## config.mk

```make
export PLATFORM = sky130hd
export DESIGN_NAME = issue_scoreboard
export DESIGN_NICKNAME = d
export VERILOG_FILES = /design/src/rtl/issue_scoreboard.sv
export SDC_FILE = /design/constraint.sdc
export NUM_CORES = 1
export LEC_CHECK = 0
export CAP_MARGIN = 0
export CORE_ASPECT_RATIO = 1.25
export CORE_MARGIN = 2
export CORE_UTILIZATION = 35
export DETAILED_ROUTE_END_ITERATION = 7
export GPL_TIMING_DRIVEN = 0
export SLEW_MARGIN = 20
export SYNTH_ARGS = -nofsm -noshare
export SYNTH_HDL_FRONTEND = slang
export SYNTH_SLANG_ARGS = --single-unit
```

## constraint.sdc

```tcl
create_clock -name CLK -period 13.8 [get_ports CLK]
set_clock_uncertainty 0.2 [all_clocks]
set_input_delay 4.14 -clock CLK [delete_from_list [all_inputs] [get_ports CLK]]
set_output_delay 4.14 -clock CLK [all_outputs]
set_load 0.01 [all_outputs]
```

## src/rtl/issue_scoreboard.sv

```systemverilog
// Issue stage: pops the frontend issue queue, tracks in-flight destination
// registers in a busy scoreboard (x1..x31), stalls on RAW/WAW hazards and
// hands entries to execute through a registered valid/ready slot.
// Optional build macro ISSUE_WB_BYPASS_EN: when defined, a writeback in the
// current cycle unblocks a dependent head in that same cycle; otherwise the
// registered busy bits are used and a one-cycle bubble follows writeback.
module issue_scoreboard #(
  parameter int ISSUE_Q_WIDTH = 123,
  parameter int ADDR_WIDTH    = 32,
  parameter int REG_NUM       = 32,
  parameter int CNT_WIDTH     = 32
) (
  input  logic                     CLK,
  input  logic                     RST,
  input  logic                     issue_q_rok,
  input  logic [ISSUE_Q_WIDTH-1:0] issue_q_rdata,
  output logic                     issue_q_ren,
  output logic                     ex_valid,
  input  logic                     ex_ready,
  output logic [ISSUE_Q_WIDTH-1:0] ex_data,
  input  logic                     wb_valid,
  input  logic [4:0]               wb_rd,
  input  logic                     flush,
  output logic                     hazard_stall,
  output logic [CNT_WIDTH-1:0]     stall_cnt
);

  // Register-field offsets follow taken + nxt_pc + cur_pc at the bottom.
  localparam int RD_WEN_BIT = 2 * ADDR_WIDTH + 1;
  localparam int RD_LSB     = RD_WEN_BIT + 1;
  localparam int RS2_LSB    = RD_LSB + 5;
  localparam int RS1_LSB    = RS2_LSB + 5;

  logic [REG_NUM-1:0]       busy_q, busy_d, busy_chk;
  logic                     ex_valid_q, ex_valid_d;
  logic [ISSUE_Q_WIDTH-1:0] ex_data_q, ex_data_d;
  logic [CNT_WIDTH-1:0]     stall_cnt_q, stall_cnt_d;

  logic       head_wen, slot_wen, hazard, slot_free;
  logic [4:0] head_rd, head_rs1, head_rs2, slot_rd;

  assign head_wen = issue_q_rdata[RD_WEN_BIT];
  assign head_rd  = issue_q_rdata[RD_LSB +: 5];
  assign head_rs2 = issue_q_rdata[RS2_LSB +: 5];
  assign head_rs1 = issue_q_rdata[RS1_LSB +: 5];
  assign slot_wen = ex_data_q[RD_WEN_BIT];
  assign slot_rd  = ex_data_q[RD_LSB +: 5];

  // Busy view used for the hazard check (optionally bypassing writeback).
  always_comb begin
    busy_chk = busy_q;
`ifdef ISSUE_WB_BYPASS_EN
    if (wb_valid) busy_chk[wb_rd] = 1'b0;
`else
`endif
  end

  // Conservative RAW/WAW hazard detect and dispatch handshake.
  always_comb begin
    hazard = ((head_rs1 != 5'd0) && busy_chk[head_rs1]) ||
             ((head_rs2 != 5'd0) && busy_chk[head_rs2]) ||
             (head_wen && (head_rd != 5'd0) && busy_chk[head_rd]);
    slot_free    = !ex_valid_q || ex_ready;
    issue_q_ren  = issue_q_rok && !hazard && slot_free && !flush && !RST;
    hazard_stall = issue_q_rok && hazard && !flush && !RST;
  end

  // Next-state for slot, scoreboard and stall counter; flush dominates.
  always_comb begin
    ex_valid_d  = ex_valid_q;
    ex_data_d   = ex_data_q;
    busy_d      = busy_q;
    stall_cnt_d = stall_cnt_q;

    if (hazard_stall && (stall_cnt_q != {CNT_WIDTH{1'b1}}))
      stall_cnt_d = stall_cnt_q + {{(CNT_WIDTH-1){1'b0}}, 1'b1};

    if (wb_valid && (wb_rd != 5'd0)) busy_d[wb_rd] = 1'b0;

    if (flush) begin
      // The killed slot never reaches writeback, so release its destination.
      if (ex_valid_q && slot_wen && (slot_rd != 5'd0)) busy_d[slot_rd] = 1'b0;
      ex_valid_d = 1'b0;
    end else if (issue_q_ren) begin
      ex_valid_d = 1'b1;
      ex_data_d  = issue_q_rdata;
      if (head_wen && (head_rd != 5'd0)) busy_d[head_rd] = 1'b1;
    end else if (ex_ready) begin
      ex_valid_d = 1'b0;
    end

    busy_d[0] = 1'b0;
  end

  // State registers with synchronous reset.
  always_ff @(posedge CLK) begin
    if (RST) begin
      ex_valid_q  <= 1'b0;
      ex_data_q   <= '0;
      busy_q      <= '0;
      stall_cnt_q <= '0;
    end else begin
      ex_valid_q  <= ex_valid_d;
      ex_data_q   <= ex_data_d;
      busy_q      <= busy_d;
      stall_cnt_q <= stall_cnt_d;
    end
  end

  assign ex_valid  = ex_valid_q;
  assign ex_data   = ex_data_q;
  assign stall_cnt = stall_cnt_q;

endmodule

```

==> reports/results.txt <==
CTS tree -> yes
Setup WS post-layout -> 1.737 ns
Final Core Density -> 51.70%
Static leakage -> 3.973 nW
Mapped Nets -> 1,172
CP max FO -> 10
YS warnings -> 0
Tot GR Track Use -> 24.71%
First-pass GRT wire length -> 48.09 mm
PwrDens -> 97.86 nW/um^2
Antenna violations before repair -> 0
Row cnt -> 63
Worst Setup Path Type -> in2out
Clock Sinks -> 187
Via Count -> 8,806
Reg2reg setup slack -> 10.24 ns
Htree depth -> 4
Drt pass-1 iters -> 5
Setup crit start kind -> input pin
Wirelength per Cell -> 19.24 um
Worst-case clock buffer depth -> 2
Cell variety after synth -> 56
RSZ-0062 raised after global routing -> false
Detail Placement HPWL -> 23.84 mm
Crit end category -> primary output
Max Cap Viol -> 0
Final TNS setup -> 0 ns
Cts hold-fix bufs -> 0
Die width -> 142.8 um
Synth Register Bits -> 187
CTS Buf Count -> 17
Hold/Removal Path Class -> reg2reg
R2r startpoint -> stall_cnt[10]
Primary FF master, synth -> dfxtp_1
Via density -> 5.353
Hold path startpoint -> ex_data[108]
Total global routing overflow -> 0
Pin count of the biggest net entering global routing -> 18
Die Area -> 25,330 sq um
Mapped Cells -> 1,037
Min cycle time layout -> 12.06 ns
Req. time, crit path -> 9.46 ns
Outcome -> completed
Final setup viols -> 0
Number of synthesized flops with an enable pin -> 0
FF+latch area -> 3744 sq um
Port Buffers -> 284
CTS-repair resized insts -> 0
CTS root buf -> clkbuf_16
Filler cells -> 2,373
Initial Util -> 35.62%
Slew @ Worst Pin -> 0.8834 ns
CORE AREA -> 23,650 sq um
Register area share after synthesis -> 44.44%
Relative slew margins -> 40.89%
Avg Inst Size Synth -> 8.123 sq um
Netlist Area Pre-Place -> 8423 sq um
Placer Congestion -> 0.9204
Max Freq -> 82.90 MHz
Number of setup buffers added after CTS -> 0
Worst-Skew Late Latency -> 0.45 ns
Ys async rst share -> 0%
Final hold violation count -> 0
Share of layout cells above drive strength 1 -> 7.317%
Drt first-iter violations -> 573
Die H -> 177.4 um
Drt drc -> 0
Area Growth Syn to Fin -> 45.14%
I/O Pins -> 292
DRT Wirelength -> 31.65 mm
Final-report max-slew violation count -> 0
Pre-CTS setup slack -> 1.757 ns
Final period util -> 87.41%
CTS clk-pin slew, worst paths -> 0.07 ns
Setup crit start -> issue_q_rdata[76]
Area taken by multi-input logic gates -> 4283 sq um
Max IR drop VDD -> 0.08767 mV
WP data arrival -> 7.72 ns
Total power draw -> 0.001196 W
Vias in the first global route -> 8,360
# nets final -> 1,475
ANT cells -> 0
Number of routed nets with antenna violations -> 0
-- worst max-delay path: stages --
cell and delay [ns]:
clkdlybuf4s50_1 0.50, buf_2 0.29, mux4_2 0.55, nand4b_1 0.11
nand2_1 0.10, a2111oi_4 0.32, nand4_1 0.21, or2_1 0.26
buf_2 0.22, inv_2 0.13, buf_2 0.27, clkdlybuf4s50_1 0.61
-- synth_stat cells (2+ instances only) --
master     number  area share (%)
clkbuf_1       46             2.0
or3b_2          3            0.31
a221oi_1       21             2.2
nor2_1         31             1.4
inv_1          17            0.76
and3_1          3            0.22
nor4_1          6            0.45
o211ai_1        2            0.18
o31ai_1        26             2.3
buf_4           4            0.36
o2111ai_1       9            0.94
and4_1          4            0.42
or3_1          10            0.74
a21oi_1       147             8.7
o311a_1         3            0.36
and2_1          4            0.30
buf_1           3            0.13
nor2b_1        13            0.97
nand4_1        25             1.9
or2_2           7            0.52
o21a_1          2            0.18
nand2_1       276              12
mux4_2         16             4.3
o311ai_0        2            0.21
mux2i_1        12             1.4
nor3b_1         3            0.27
or4_1          17             1.5
o21ai_0        35             2.1
nand3b_1        7            0.62
o41ai_1         2            0.21
dfxtp_1       187              44
mux2_2          8             1.1
buf_2          24             1.4
a311oi_1        2            0.21
nand2b_1        6            0.45
nand3_1        30             1.8
nor3_1          5            0.30
-- layout by cell type (no fill, tap or decap), types with 8 or more instances in the layout --
cell             count
a21oi_1            147
a221oi_1            21
buf_2               24
clkbuf_1            46
clkbuf_16           17
clkdlybuf4s50_1    284
dfxtp_1            187
inv_1               17
mux2_2               8
mux2i_1             12
mux4_2              16
nand2_1            276
nand3_1             30
nand4_1             25
nor2_1              31
nor2b_1             13
o2111ai_1            9
o21ai_0             35
o31ai_1             26
or3_1               10
or4_1               17
-- final cells by class --
| class | instances | area share (%) |
|---|---|---|
| sequential | 187 | 30.62 |
| clock inverter | 15 | 1.341 |
| tap | 292 | 2.988 |
| clock buffer | 17 | 3.480 |
| multi-input combinational | 755 | 35.03 |
| buffer | 77 | 2.733 |
| timing repair buffer | 284 | 23.25 |
| inverter | 18 | 0.5527 |
-- cell families after synthesis --
group / count (synthesis) / synth area share [%]
flops: 187 / 44.44
fa+ha+maj: 1 / 0.1485
compound gates: 264 / 19.07
simple gates: 454 / 24.79
mux: 36 / 6.774
buf+inv: 95 / 4.768
-- metal layers --
| metal | part of all wire (%) | vias up | GRT usage, % |
|---|---|---|---|
| li1 | - | 4317 | - |
| met1 | 40 | 4131 | 30.10 |
| met2 | 50 | 317 | 42.09 |
| met3 | 7.1 | 41 | 6.503 |
| met4 | 2.5 | 0 | 8.581 |
| met5 | 0 | - | 0 |
-- metrics by stage --
stage / hold slack (ns) / instance area [sq um] / std cells
global route: 0.2721 / 12230 / 1645
global placement: 0.2411 / 11630 / 1613
detailed placement: 0.2453 / 11640 / 1613
finish: 0.2523 / 12230 / 1645
floorplan: 0.2755 / 8423 / 1037
CTS: 0.2554 / 12230 / 1645
-- flip-flops by register name, indices dropped and copies added, names as in the netlist --
signal and cells:
busy_chk 31, ex_valid 1, ex_data 123, stall_cnt 32
-- power breakdown --
| group | internal, W | switching, W |
|---|---|---|
| clock | 0.000269 | 0.000232 |
| combinational | 0.0000687 | 0.0000689 |
| sequential | 0.000551 | 0.00000664 |
-- path summary, 6_finish.rpt --
kind | end | cells past startpoint
hold / removal | ex_data[108] | 2
hold reg to reg | ex_data[108] | 2
setup / recovery | issue_q_ren | 12
setup reg to reg | stall_cnt[16] | 10
No activity file was read; power rests on OpenSTA's default activity.
